[config.mk]
export PLATFORM = sky130hd
export DESIGN_NAME = apb_slave_regfile
export DESIGN_NICKNAME = d
export VERILOG_FILES = /design/src/rtl/apb_slave_regfile.sv
export SDC_FILE = /design/constraint.sdc
export NUM_CORES = 1
export LEC_CHECK = 0
export CORE_ASPECT_RATIO = 0.8
export CORE_MARGIN = 1.5
export CORE_UTILIZATION = 40
export DETAILED_ROUTE_END_ITERATION = 7
export PLACE_DENSITY = 0.67
export RECOVER_POWER = 100
export SLEW_MARGIN = 20
export SYNTH_ARGS = -nofsm -noshare
export SYNTH_HDL_FRONTEND = slang
export SYNTH_SLANG_ARGS = --single-unit
[constraint.sdc]
create_clock -name PCLK -period 6 [get_ports PCLK]
set_input_delay 1.8 -clock PCLK [delete_from_list [all_inputs] [get_ports PCLK]]
set_output_delay 1.8 -clock PCLK [all_outputs]
set_load 0.05 [all_outputs]
[src/rtl/apb_slave_regfile.sv]
`default_nettype none
// ============================================================================
// Module      : apb_slave_regfile
// Description : APB completer serving a MEM_DEPTH-word register file; flags
//               out-of-range accesses with PSLVERR. Define APB_SLAVE_WAIT_EN
//               to add WAIT_CYCLES extra wait states per access.
// Revision    : 1.0 - initial release
// ============================================================================
module apb_slave_regfile #(
    parameter int ADDR_WIDTH  = 8,
    parameter int DATA_WIDTH  = 16,
    parameter int MEM_DEPTH   = 64,
    parameter int WAIT_CYCLES = 2
) (
    input  logic                  PCLK,
    input  logic                  PRESET,
    input  logic                  PSEL,
    input  logic                  PENABLE,
    input  logic [ADDR_WIDTH-1:0] PADDR,
    input  logic                  PWRITE,
    input  logic [DATA_WIDTH-1:0] PWDATA,
    output logic [DATA_WIDTH-1:0] PRDATA,
    output logic                  PREADY,
    output logic                  PSLVERR
);

    localparam int          c_idx_w = (MEM_DEPTH > 1) ? $clog2(MEM_DEPTH) : 1;
    localparam int unsigned c_depth = MEM_DEPTH;
`ifdef APB_SLAVE_WAIT_EN
    localparam int          c_cnt_w = (WAIT_CYCLES < 1) ? 1 : WAIT_CYCLES;
`endif

    typedef enum logic [1:0] {
        S_IDLE   = 2'd0,
        S_ACCESS = 2'd1,
        S_RESP   = 2'd2
    } state_t;

    state_t                  r_state;
    logic [ADDR_WIDTH-1:0]   r_addr;
    logic                    r_write;
    logic [DATA_WIDTH-1:0]   r_wdata;
    logic [DATA_WIDTH-1:0]   r_mem [MEM_DEPTH];
`ifdef APB_SLAVE_WAIT_EN
    logic [c_cnt_w-1:0]      r_cnt;
`endif

    logic w_in_range;
    logic w_exec;

    // Full-width compare so that addresses above MEM_DEPTH never alias.
    assign w_in_range = (32'(r_addr) < c_depth);

`ifdef APB_SLAVE_WAIT_EN
    assign w_exec = (r_cnt == '0);
`else
    assign w_exec = 1'b1;
`endif

    always_ff @(posedge PCLK) begin
        if (PRESET) begin
            r_state <= S_IDLE;
            PREADY  <= 1'b0;
            PSLVERR <= 1'b0;
            PRDATA  <= '0;
            r_addr  <= '0;
            r_write <= 1'b0;
            r_wdata <= '0;
`ifdef APB_SLAVE_WAIT_EN
            r_cnt   <= '0;
`endif
            for (int i = 0; i < MEM_DEPTH; i++) begin
                r_mem[i] <= '0;
            end
        end else begin
            case (r_state)
                S_IDLE: begin
                    PREADY  <= 1'b0;
                    PSLVERR <= 1'b0;
                    PRDATA  <= '0;
                    // PSEL with PENABLE already high is a protocol violation and is ignored.
                    if (PSEL && !PENABLE) begin
                        r_addr  <= PADDR;
                        r_write <= PWRITE;
                        r_wdata <= PWDATA;
`ifdef APB_SLAVE_WAIT_EN
                        r_cnt   <= c_cnt_w'(WAIT_CYCLES);
`endif
                        r_state <= S_ACCESS;
                    end
                end

                S_ACCESS: begin
                    if (!PSEL || !PENABLE) begin
                        r_state <= S_IDLE;
                    end else if (!w_exec) begin
`ifdef APB_SLAVE_WAIT_EN
                        r_cnt <= r_cnt - 1'b1;
`endif
                    end else begin
                        if (!w_in_range) begin
                            PRDATA  <= '0;
                            PSLVERR <= 1'b1;
                        end else if (r_write) begin
                            r_mem[r_addr[c_idx_w-1:0]] <= r_wdata;
                            PRDATA  <= '0;
                            PSLVERR <= 1'b0;
                        end else begin
                            PRDATA  <= r_mem[r_addr[c_idx_w-1:0]];
                            PSLVERR <= 1'b0;
                        end
                        PREADY  <= 1'b1;
                        r_state <= S_RESP;
                    end
                end

                S_RESP: begin
                    PREADY  <= 1'b0;
                    PSLVERR <= 1'b0;
                    PRDATA  <= '0;
                    r_state <= S_IDLE;
                end

                default: begin
                    PREADY  <= 1'b0;
                    PSLVERR <= 1'b0;
                    PRDATA  <= '0;
                    r_state <= S_IDLE;
                end
            endcase
        end
    end

endmodule
`default_nettype wire
Word-level counts from Yosys, hierarchy flattened
Memory sizes are Yosys's and may differ from the RTL's. A register that Yosys moved wholly into a read port is not among the register bits.
Cells that the tools add are included.
Widths: inputs -> output; s select.
{ "word_totals": {"regBits": 45, "latch_bits": 0, "ram_bits": 1024, "mem_bits_ro": 0, "in_bits": 29, "out_inout_bits": 18, "elab_cells": 39, "memories": 1} }
{ "op_classes": {"addsub": 0, "mul": 0, "div": 0, "order_cmp": 1, "eq_ne": 2, "shift": 0, "mux": 19, "bitwise_logic": 1, "reduce_logical": 8} }
{ "memory_table": {"columns": ["name", "depth", "word_bits", "read_ports", "rd_ports_with_merged_regs", "write_ports", "line_no", "text"], "rows": [
  ["r_mem", 64, 16, 1, 1, 64, "43", "logic [DATA_WIDTH-1:0] r_mem [MEM_DEPTH];"]
]} }
{ "ops": {"columns": ["op", "n"], "rows": [
  ["$mux 16", 3],
  ["$mux 6", 3],
  ["$reduce_or 16->1", 1],
  ["$mux 1", 10],
  ["$lt 8x7->1 const B", 1],
  ["$mux 2", 2],
  ["$pmux 2 s2", 1],
  ["$eq 2x1->1 const B", 1],
  ["$logic_not 1->1", 2],
  ["$logic_not 2->1", 1],
  ["$ne 2x2->1 const B", 1],
  ["$reduce_and 2->1", 1],
  ["$reduce_or 2->1", 1],
  ["$logic_and 1x1->1", 1],
  ["$logic_or 1x1->1", 1],
  ["$not 1->1", 1]
]} }

Depth between registers and ports, before layout
{ "depth": {"depth_word": 8, "mapped_depth": 10, "depth_no_buf": 6} }

Least setup slack after synthesis
Ideal clock, no wire load.
{ "synth_path": {"path_kind": "input-to-reg", "startpoint": "input PRESET", "endpoint": "memory r_mem[45][0], enable pin", "setup_time_ps": 334, "t_arrival_ps": 3772, "required_ps": 5666, "slack_ps": 1894, "path_stages": 7, "n_path_buf": 1, "cell_sequence": "buf_6 > or3b_4 > or4_4 > nor2_8 > nand4_4 > nor2_4 > or2_2"} }
{ "synth_lines": {"columns": ["element", "line_no", "text"], "rows": [
  ["start: declaration", "16", "input logic PRESET,"],
  ["end: declaration", "43", null]
]} }

==> impl_results.md <==
* Status: completed
* Hold slack at 488 ps
* Resize count post-CTS at 0
* Mapped Nets at 3304
* Post-synth top cells: and2_1 (1025), edfxtp_1 (1024), mux2i_1 (215), clkbuf_1 (196), mux4_2 (176)
* Max_cap viols at 0
* Slew @ Worst Pin at 1260 ps
* First-pass GRT wire length at 190000 um
* Syn Area/Cell at 15.0 um2
* CTS Buf Count at 104
* Multi-input gate area at 15900 um2
* Iteration-0 DRC Markers at 3689
* Top post-synthesis cells by area: edfxtp_1 (63%), and2_1 (13%), mux4_2 (8.1%)
* Final setup TNS at 0 ps
* Slew headroom at 15.7%
* Worst path slowest cell: or4_1
* Die W at 395 um
* Post-layout util at 44.8%
* Core Area at 121000 um2
* IO Pins at 47
* Inst Count DP at 4732
* Register area at 31800 um2
* Area leader, netlist: edfxtp_1
* Number of H-tree levels at 3
* Worst skew pair latency at 680 ps
* Top Family by Delay on Critical Path: simple AND/OR/NAND/NOR gates
* Clock transition at path regs at 60 ps
* Count of flip-flops with a built-in enable after synthesis at 1024
* Largest fanout on the critical path at 17
* Hold WC Path Type: flop to flop
* CP arrival at 5480 ps
* Vias/cell at 5.56
* Achievable clock frequency at 193 MHz
* Peak VDD IR at 0.000247 V
* ANT nets after route at 0
* Fillers at 10500
* Final Hold Vio Count at 0
* Bufs on Longest Clock Path at 3
* Type of element capturing the critical path: flop
* Static Leak at 18.5 nW
* Final setup viols at 0
* Critical path depth at 8
* Post-Syn Instances at 3275
* CP dominant cell by count: nand2_1
* Ys async rst share at 0%
* # clock sinks at 1075
* Antenna violations before repair at 13
* Flop2flop setup slack at 2040 ps
* Area growth syn-to-layout at 10.7%
* First drt pass iteration count at 5
* Hold Buf Count CTS at 0
* Congestion Overflow GR at 0
* I/O Buffers at 46
* Final Skew at 30.0 ps
* Layout cells sized above 1 at 15.8%
* DRC at 0
* RePlAce Congestion at 0.867
* Synth cell types at 45
* Worst path bufs/invs at 2
* Cell Chain, Critical Path: dlygate4sd3_1 > nand2_1 > or4_1 > nor2_8 > nand2_1 > nor2_1 > clkbuf_1 > or2_2
* Power Dens Cells at 302 nW/um2
* Vias post-DR at 27400
* Post-synth top area share at 62.7%
* Nets at 3243
* Period utilisation layout at 86.2%
* Final Total Pwr at 16.4 mW
* R2R cell count at 7
* RSZ-0062 raised after global routing: false
* Sequential share of the synthesized area at 64.8%
* Slew Limit Fails at 0
* Initial Util at 40.5%
* DPL Wire Length at 81800 um
* Critical path type: primary input to flop
* Hold Crit Depth at 2
* Register bit total from synthesis at 1075
* Primary FF master, synth: edfxtp_1
* CTS tree: yes
* CP peak stage delay at 690 ps
* Die Ht at 316 um
* Crit path launch type: primary input
* Routed len/inst at 27.1 um
* Most numerous cell in the Yosys netlist: and2_1
* YS warnings at 0
* Layout Cells excl Fill at 4928
* Tmin final at 5170 ps
* Mapped cell area at 49100 um2
* Largest net degree at the start of global routing at 66
* Total Die Area at 125000 um2
* Number of global-route vias before repair at 26000
* Total GRT Usage at 21.1%
* CP required at 6310 ps
* Core Rows at 114
* Number of post-CTS setup repair buffers at 0
* Root buf cell: clkbuf_16
* Post-Route WL at 134000 um
## per-stage QoR
stage / cell area, um2 / worst slack [ps]
after floorplan: 49100 / 1890
after global routing: 54300 / 727
after CTS: 54500 / 1630
after detailed placement: 51000 / 947
after global placement: 51000 / 1040
final: 54300 / 826
## cell type report
class	count	area share [%]
Tap cell	1624	3.74
Clock buffer	137	5.27
Multi-Input combinational cell	1901	29.3
Inverter	1	0.00691
Timing Repair Buffer	131	1.82
Sequential cell	1075	58.6
Antenna cell	3	0.0138
Clock inverter	56	1.27
## final timing paths
| check | startpoint | endpoint |
|---|---|---|
| worst max-delay path | PENABLE | r_mem[27][1] |
| worst min-delay path | r_addr[6] | r_addr[6] |
| worst max register to register | r_state[0] | r_mem[27][1] |
| worst min register to register | r_addr[6] | r_addr[6] |
## tightest hold or removal path, stage by stage (launching register included)
cell,delay [ps]
dfxtp_1,330
nand2_1,60
a21oi_1,50
## report_power, final
group / switching, mW / leakage (nW) / total [mW] / internal (mW)
clock: 2.84 / 1.74 / 6.88 / 4.04
combinational: 0.622 / 5.70 / 0.934 / 0.311
sequential: 0.184 / 11.0 / 8.61 / 8.43
total: 3.64 / 18.5 / 16.4 / 12.8
## logic make-up (layout without fill, tap and decap cells)
logic type	Yosys count	count (layout)	synth area share, %
and+or+nand+nor	1281	1281	16.1
DFF	1075	1075	64.8
muxes	409	409	12.9
buffers and inverters	299	325	2.70
AOI/OAI and AO/OA	211	211	3.61
other	0	3	0
## metal layers
metal | GRT usage (%) | share of wire (%) | routed length (um) | vias up
met5 | 0 | 0.027 | 36 | -
met4 | 4.58 | 2.3 | 3040 | 6
met3 | 5.90 | 11 | 15300 | 176
met2 | 30.7 | 42 | 56700 | 1316
met1 | 31.5 | 44 | 58400 | 14100
li1 | - | - | - | 11800
## flip-flops by register name, indices dropped and copies added (netlist names), named ones only
| register | count |
|---|---|
| r_write | 1 |
| r_state | 2 |
| r_wdata | 16 |
| PREADY | 1 |
| PRDATA | 16 |
| PSLVERR | 1 |
| r_addr | 8 |
| r_mem | 1024 |
## cell usage in the layout (no fill, tap or decap), types with 18 or more instances in the layout
| cell | n |
|---|---|
| edfxtp_1 | 1024 |
| and2_1 | 603 |
| and2_0 | 421 |
| mux2i_1 | 215 |
| mux4_2 | 176 |
| clkbuf_16 | 109 |
| nor2_1 | 65 |
| or2_2 | 61 |
| nand2_1 | 60 |
| clkbuf_1 | 60 |
| buf_4 | 49 |
| a21oi_1 | 43 |
| a22o_1 | 32 |
| a221oi_1 | 32 |
| a22oi_1 | 32 |
| dfxtp_1 | 31 |
| clkdlybuf4s50_1 | 26 |
| o22ai_1 | 25 |
| clkinv_2 | 20 |
| dlygate4sd3_1 | 19 |
| mux2_2 | 18 |
(Power assumes the default switching activity.)
